$ cat config.mk
export PLATFORM = sky130hd
export DESIGN_NAME = red_pitaya_pwm_dither
export DESIGN_NICKNAME = d
export VERILOG_FILES = /design/src/rtl/pwm_pkg.sv /design/src/rtl/red_pitaya_pwm_dither.sv
export SDC_FILE = /design/constraint.sdc
export NUM_CORES = 1
export LEC_CHECK = 0
export ABC_AREA = 1
export CAP_MARGIN = 40
export CORE_MARGIN = 1
export CORE_UTILIZATION = 30
export DETAILED_ROUTE_END_ITERATION = 7
export GPL_TIMING_DRIVEN = 0
export PLACE_DENSITY = 0.52
export SKIP_CTS_REPAIR_TIMING = 1
export SLEW_MARGIN = 15
export SYNTH_ARGS = -nofsm -noshare
export SYNTH_HDL_FRONTEND = slang
export SYNTH_SLANG_ARGS = --single-unit
$ cat constraint.sdc
create_clock -name clk_i -period 3.7 [get_ports clk_i]
set_input_delay 0.74 -clock clk_i [delete_from_list [all_inputs] [get_ports clk_i]]
set_output_delay 0.74 -clock clk_i [all_outputs]
set_load 0.03 [all_outputs]
$ cat src/rtl/pwm_pkg.sv
// Constants shared by the PWM dither generator and the register block that
// packs its configuration words.
package pwm_pkg;

  // Configuration word: duty in the top byte, dither pattern below it
  localparam int CCW      = 24;
  localparam int DUTY_MSB = 23;
  localparam int DUTY_LSB = 16;
  localparam int PAT_MSB  = 15;

  // Base PWM period in clocks and number of periods in one dither cycle
  localparam int PERIOD   = 256;
  localparam int NSEQ     = 16;

endpackage : pwm_pkg

$ cat src/rtl/red_pitaya_pwm_dither.sv
// Dithered PWM generator: 8-bit duty over a 256-clock period, stretched by one
// clock in the periods selected by a 16-bit pattern, giving 12-bit resolution
// across a 16-period dither cycle. Configuration is shadowed at the period
// boundary so a change never produces a partial or glitched period.
module red_pitaya_pwm_dither
  import pwm_pkg::*;
(
  input  logic           clk_i,
  input  logic           rstn_i,
  input  logic [CCW-1:0] cfg_i,
  output logic           pwm_o,
  output logic           period_o,
  output logic           seq_o
);

  localparam logic [7:0] CNT_LAST = 8'(PERIOD - 1);
  localparam logic [3:0] IDX_LAST = 4'(NSEQ - 1);

  logic [7:0]       cnt_reg;
  logic [3:0]       idx_reg;
  logic [7:0]       duty_reg;
  logic [PAT_MSB:0] pat_reg;

  logic             boundary;
  logic             dither_bit;
  logic [8:0]       high_len;
  logic             pwm_next;

  // Boundary detect, current dither bit and the 9-bit compare; the extra bit
  // lets duty 255 plus dither reach a full 256-clock high period.
  always_comb begin
    boundary   = (cnt_reg == CNT_LAST);
    dither_bit = pat_reg[idx_reg];
    high_len   = {1'b0, duty_reg} + {8'd0, dither_bit};
    pwm_next   = ({1'b0, cnt_reg} < high_len);
  end

  // Period counter, dither index, shadow registers and registered outputs
  always_ff @(posedge clk_i or negedge rstn_i) begin
    if (!rstn_i) begin
      cnt_reg  <= 8'd0;
      idx_reg  <= 4'd0;
      duty_reg <= 8'd0;
      pat_reg  <= '0;
      pwm_o    <= 1'b0;
      period_o <= 1'b0;
      seq_o    <= 1'b0;
    end else begin
      cnt_reg  <= cnt_reg + 8'd1;
      pwm_o    <= pwm_next;
      period_o <= boundary;
      seq_o    <= boundary && (idx_reg == IDX_LAST);
      if (boundary) begin
        idx_reg  <= idx_reg + 4'd1;
        duty_reg <= cfg_i[DUTY_MSB:DUTY_LSB];
        pat_reg  <= cfg_i[PAT_MSB:0];
      end
    end
  end

endmodule : red_pitaya_pwm_dither
==> results of run 1 <==
==> cells in the mapped netlist, types with 2 or more instances <==
cell type / number
sky130_fd_sc_hd__nand2_1: 121
sky130_fd_sc_hd__nand3_1: 14
sky130_fd_sc_hd__xnor2_1: 3
sky130_fd_sc_hd__buf_6: 3
sky130_fd_sc_hd__o21ai_1: 2
sky130_fd_sc_hd__inv_1: 15
sky130_fd_sc_hd__nand3b_1: 2
sky130_fd_sc_hd__o21ai_0: 2
sky130_fd_sc_hd__nor2_1: 10
sky130_fd_sc_hd__a21oi_1: 2
sky130_fd_sc_hd__ha_1: 12
sky130_fd_sc_hd__dfrtp_1: 39
sky130_fd_sc_hd__xor2_1: 11
sky130_fd_sc_hd__buf_2: 2
==> layer usage <==
layer  up-vias  global-route usage, %
met5         -                      0
met4         0                  5.172
met3         5                  2.770
met2        21                  21.91
met1       694                  16.05
li1        828                      -
==> cell families (layout without fill, tap and decap cells) <==
logic type,after synthesis,in the layout,synth area share (%)
fa+ha+maj,12,12,7.435
simple gates,151,151,30.73
compound gates,6,6,1.487
buf+inv,24,61,5.947
xor+xnor,14,14,6.072
flops,39,39,48.33
==> report_power, final <==
group / total (mW) / switching, mW / leakage (nW) / internal [mW]
sequential: 0.426 / 0 / 0.400 / 0.426
combinational: 0.0363 / 0.0120 / 0.747 / 0.0243
clock: 0.284 / 0.151 / 0.0422 / 0.133
total: 0.746 / 0.163 / 1.19 / 0.583
==> worst max path at each step <==
stage,start,to,slack (ps),cells past startpoint
after floorplan,idx_reg[0],pwm_o,1220,19
after global placement,rstn_i,pat_reg[4],820,1
after detailed placement,idx_reg[0],pwm_o,870,19
after CTS,idx_reg[0],pwm_o,840,19
after global routing,idx_reg[0],pwm_o,530,21
final,idx_reg[0],pwm_o,920,19
==> worst reg2reg max path, delay by kind of cell (launching register included) <==
kind                     cells  cell delay [ps]
flip-flops                   1              360
adder cells (fa/ha/maj)      3              690
AND/OR/NAND/NOR             13             1060
buffers and inverters        2              420
XOR/XNOR                     1              140
==> cells in the final DEF (no fill, tap or decap), drive strengths merged, types with 2 or more instances in the layout <==
cell,synthesis,layout
ha,12,12
clkdlybuf4s50,0,27
nand3b,2,2
clkbuf,1,8
dfrtp,39,39
nand3,14,14
buf,6,8
a21oi,2,2
nand2,122,122
nor2,11,11
o21ai,4,4
clkinv,2,3
xnor2,3,3
inv,15,15
xor2,11,11
==> stage by stage <==
| stage | cells | hold slack, ps | cell area [um2] | total power, mW |
|---|---|---|---|---|
| finish | 360 | 361.2 | 2492 | 0.7456 |
| floorplan | 246 | 443.5 | 2019 | 0.4344 |
| global placement | 351 | 463.9 | 2396 | 0.4699 |
| CTS | 360 | 369.5 | 2492 | 0.7587 |
| detailed placement | 352 | 465.6 | 2411 | 0.4719 |
| global route | 360 | 386.8 | 2492 | 0.7785 |
==> area by class of cell <==
type | instances | area, um2
buffer | 7 | 55.05
clock buffer | 7 | 76.32
clock inverter | 1 | 5.005
fill | 688 | 3930
inverter | 17 | 65.06
multi-input combinational | 183 | 923.4
sequential | 39 | 975.9
tap | 77 | 96.34
timing repair buffer | 29 | 295.3
==> impl_metrics.yaml, run 1 <==
outcome:
  outcome: "finished, final reports clean"
synth:
  synthDominantAreaCellType: "sky130_fd_sc_hd__dfrtp_1"
  synth_sequential_area_ratio_pct: 48.33
  synth_area_leaders: "sky130_fd_sc_hd__dfrtp_1 (48%), sky130_fd_sc_hd__nand2_1 (22%), sky130_fd_sc_hd__ha_1 (7.4%)"
  synth_top_flop_cell: "sky130_fd_sc_hd__dfrtp_1"
  async_flop_share_pct: 100.0
  netlist_area_um2: 2019
  netlist.area_leader.share_pct: 48.33
  yosys_register_bits: 39
  synth_edf_count: 0
  postSynthAreaPerCell_um2: 8.209
  synth.distinct_cells: 22
  synth_fp_nets: 284
  yosys_warnings: 0
  synthesis.instances: 246
drt:
  top_layer: "met4"
  detailedRoute.firstPassIterationCount: 4
  sum_of_met3_wire_segment_lengths_after_detailed_routing_um: 110
  ant_nets: 0
  met2_wirelength_um: 1773
  remaining_drc_errors: 0
  detailroute.via_count: 1548
  dr.first_iter.drc_count: 37
  met1_wirelength_um: 1996
  viasPerCell: 4.300
  wl_um: 3934
  routedWlPerCell_um: 10.93
die:
  chipHeight_um: 84.05
  row_count: 29
  core_area_um2: 6422
  ios: 29
  die_area_um2: 7064
  chipWidth_um: 84.05
  initial_core_util_pct: 31.44
global_routing:
  grt_pass1_wl_um: 7307
  antenna_found_initial: 0
  vias_in_the_first_global_route: 1636
  grt_start_max_net_pins: 25
  globalRouteTotalUtil_pct: 12.96
  gr-total-overflow: 0
sta:
  final.min_clock_period_ps: 2781
  final_worst_path_setup_slack_ps: 918.9
  hold_viol: 0
  worst-slew-pin-transition_ps: 389.6
  max-slew-margin-rel_pct: 74.03
  final_worst_path_period_share_pct: 75.17
  grt_setup_unrepaired: "no"
  tns_ps: 0
  final_clock_skew_ps: 6.978
  achievable-frequency_mhz: 359.6
  setup_viol_count_final: 0
  slew_viol_final: 0
worst_setup_path:
  kind_of_critical_path: "reg -> reg"
  rrSetupSlack_ps: 920
  setup.worst_path.end_class: "flip-flop"
  timing.reg2reg.worst_path_depth: 19
  timing.critical_path.mode_cell: "sky130_fd_sc_hd__nand2_1"
  critPathMaxFanout: 10
  cp_slowest_stage_delay_ps: 360
  timing.critical_path.required_ps: 3880
  cp_cell_sequence: "buf_4, clkinv_1, nand2_1, nand3_1, nand2_1, nand2_1, nand3_1, nand2_1, ha_1, ha_1, nand2_1, nor2_1, xnor2_1, ha_1, nand2_1, nor3_1, nor2_1, nor2_1, nor2_1"
  worst_path_dominant_cell_family: "simple AND/OR/NAND/NOR gates"
  critical_path.slowest_cell: "sky130_fd_sc_hd__dfrtp_1"
  critPathBufInv: 2
  timing.rr.end: "pwm_o"
  reg2reg_from: "idx_reg[0]"
  signal_arrival_time_at_the_worst_endpoint_ps: 2960
  type_of_origin_of_the_critical_path: "flip-flop"
cts:
  cts.reportedPaths.clkPinSlew_ps: 80
  tritoncts.num_buffers: 5
  number_of_levels_in_the_clock_h_tree: 2
  clk-insertion-delay-late_ps: 290
  cts_root_buf: "sky130_fd_sc_hd__clkbuf_8"
  clk_path_buf_depth: 2
  tritoncts: "built"
  tritoncts_num_sinks: 39
final_layout:
  num_antenna_cells: 0
  syn_to_final_growth_pct: 23.42
  nets: 320
  max_ffs_per_register: 16
  finish.utilization_pct: 38.81
  drive_gt1_share_pct: 6.360
job:
  max_cap_viol_count: 0
placed_design:
  dpl_worst_slack_ps: 871.1
  numPortBuffers: 28
  globalplace.congestion: 0.8416
  dp_hpwl_um: 2940
hold_path:
  hold_path_class: "in -> async"
power_and_ir_drop:
  vdd.ir_drop.worst_mv: 0.1645
  powerDensity_nw_per_um2: 299.1
  total_leakage_power_nw: 1.189
No activity file was read; power rests on OpenSTA's default activity.
==> run 2: changes to the inputs <==
Clock period 3.7 ns to 2.8 ns, I/O delays scaled along.
==> impl_metrics.yaml, run 2 (same netlist as run 1, synthesis figures left out) <==
cts:
  number_of_levels_in_the_clock_h_tree: 2
  cts_root_buf: "sky130_fd_sc_hd__clkbuf_8"
  tritoncts: "built"
  tritoncts.num_buffers: 5
  tritoncts_num_sinks: 39
  clk-insertion-delay-late_ps: 290
  cts.reportedPaths.clkPinSlew_ps: 80
  clk_path_buf_depth: 2
drt:
  top_layer: "met4"
  detailroute.via_count: 1594
  met1_wirelength_um: 1989
  sum_of_met3_wire_segment_lengths_after_detailed_routing_um: 113
  detailedRoute.firstPassIterationCount: 4
  remaining_drc_errors: 0
  wl_um: 4084
  ant_nets: 0
  routedWlPerCell_um: 11.16
  viasPerCell: 4.355
  dr.first_iter.drc_count: 54
  met2_wirelength_um: 1919
worst_setup_path:
  critPathBufInv: 2
  type_of_origin_of_the_critical_path: "flip-flop"
  worst_path_dominant_cell_family: "simple AND/OR/NAND/NOR gates"
  reg2reg_from: "idx_reg[0]"
  critical_path.startpoint: "idx_reg[0]"
  timing.critical_path.mode_cell: "sky130_fd_sc_hd__nand2_1"
  critical_path.slowest_cell: "sky130_fd_sc_hd__dfrtp_1"
  cp_cell_sequence: "buf_6, clkinvlp_4, nand2_1, nand2_1, nand2_1, nand3_1, nand3_2, nand2_2, ha_2, ha_4, nand2_2, nor2_4, nand3_2, xor2_1, ha_1, nand2_1, nand3b_1, nor2_1, nor2_1"
  critPathMaxFanout: 5
  signal_arrival_time_at_the_worst_endpoint_ps: 2780
  setup.worst_path.end_class: "flip-flop"
  timing.critical_path.required_ps: 2990
  cp_slowest_stage_delay_ps: 400
  kind_of_critical_path: "reg -> reg"
placed_design:
  globalplace.congestion: 0.8416
  dp_hpwl_um: 2940
  numPortBuffers: 28
final_layout:
  max_ffs_per_register: 16
  finish.utilization_pct: 40.58
  syn_to_final_growth_pct: 29.06
  layout_commonest_cell: "sky130_fd_sc_hd__nand2_1"
  fillerInstances: 680
  drive_gt1_share_pct: 13.15
  num_antenna_cells: 0
  nets: 326
  footprint_of_the_multi_input_gates_um2: 979.7
  area.sequential_um2: 977.2
  mostFrequentLayoutCells: "sky130_fd_sc_hd__nand2_1 (118), sky130_fd_sc_hd__dfrtp_1 (38), sky130_fd_sc_hd__clkdlybuf4s50_1 (27)"
global_routing:
  globalRouteTotalUtil_pct: 12.96
  gr-total-overflow: 0
  grt_pass1_wl_um: 7307
  vias_in_the_first_global_route: 1636
  antenna_found_initial: 0
  grt_start_max_net_pins: 25
die:
  initial_core_util_pct: 31.44
  chipHeight_um: 84.05
  die_area_um2: 7064
  row_count: 29
  ios: 29
  core_area_um2: 6422
  chipWidth_um: 84.05
power_and_ir_drop:
  vdd.ir_drop.worst_mv: 0.2162
  total_leakage_power_nw: 1.241
  total_power_uw: 986.2
  powerDensity_nw_per_um2: 378.4
sta:
  final.min_clock_period_ps: 2597
  achievable-frequency_mhz: 385.0
  final_worst_path_period_share_pct: 92.76
  final_clock_skew_ps: 5.968
  worst-slew-pin-transition_ps: 389.9
  slew_viol_final: 0
  setup_viol_count_final: 0
  max-slew-margin-rel_pct: 74.01
  hold_viol: 0
job:
  max_cap_viol_count: 0
hold_path:
  hold_path_class: "in -> async"
outcome:
  outcome: "finished, final reports clean"
## run 2: changes by cell type in the layout (fill, tap and decap cells not counted), sizes merged
cell,change
buf,+6
clkbuf,-1
clkinv,-1
clkinvlp,+2
## run 2: path summary, 6_finish.rpt
check / to / slack (ps) / depth (start not counted)
hold / removal: duty_reg[1] / 180 / 1
max in group asynchronous: idx_reg[2] / 2150 / 2
setup reg to reg: pwm_o / 200 / 19
setup / recovery: pwm_o / 200 / 19
hold reg to reg: cnt_reg[0] / 480 / 1
min in group clk_i: cnt_reg[0] / 480 / 1
## run 2: worst register-to-register path, stage by stage (launching register included)
cell and delay, ps:
sky130_fd_sc_hd__dfrtp_1 400, sky130_fd_sc_hd__buf_6 140, sky130_fd_sc_hd__clkinvlp_4 110, sky130_fd_sc_hd__nand2_1 60, sky130_fd_sc_hd__nand2_1 50, sky130_fd_sc_hd__nand2_1 50
sky130_fd_sc_hd__nand3_1 100, sky130_fd_sc_hd__nand3_2 70, sky130_fd_sc_hd__nand2_2 90, sky130_fd_sc_hd__ha_2 190, sky130_fd_sc_hd__ha_4 130, sky130_fd_sc_hd__nand2_2 60
sky130_fd_sc_hd__nor2_4 170, sky130_fd_sc_hd__nand3_2 80, sky130_fd_sc_hd__xor2_1 150, sky130_fd_sc_hd__ha_1 290, sky130_fd_sc_hd__nand2_1 50, sky130_fd_sc_hd__nand3b_1 140
sky130_fd_sc_hd__nor2_1 100, sky130_fd_sc_hd__nor2_1 50
## run 2: routing by layer
layer / track usage [%] / up-vias
li1: - / 837
met1: 16.05 / 730
met2: 21.91 / 20
met3: 2.770 / 7
met4: 5.172 / 0
met5: 0 / -
## run 2: layout make-up
| type | count | share of cell area (%) |
|---|---|---|
| multi-input combinational | 183 | 37.59 |
| timing repair inverter | 1 | 0.2880 |
| clock inverter | 1 | 0.1920 |
| inverter | 17 | 2.640 |
| tap | 77 | 3.697 |
| timing repair buffer | 35 | 13.06 |
| buffer | 6 | 2.112 |
| clock buffer | 7 | 2.928 |
| sequential | 39 | 37.49 |
## run 2: power by group
part	switching [mW]	internal [mW]	total [mW]
clock	0.201	0.175	0.376
sequential	0	0.563	0.563
combinational	0.0158	0.0321	0.0479
total	0.216	0.770	0.986
## run 2: per-stage QoR
stage	TNS, ps	instances	instance area [um2]	worst slack, ps	hold WS, ps
5_1_grt	-3.465	366	2606	-3.465	206.8
6_report	0	366	2606	202.6	179.6
3_5_place_dp	-28.94	352	2411	-28.94	465.6
4_1_cts	-55.04	360	2492	-55.04	189.5
2_1_floorplan	0	246	2019	324.7	264.4
3_3_place_gp	0	351	2396	6.791	463.9
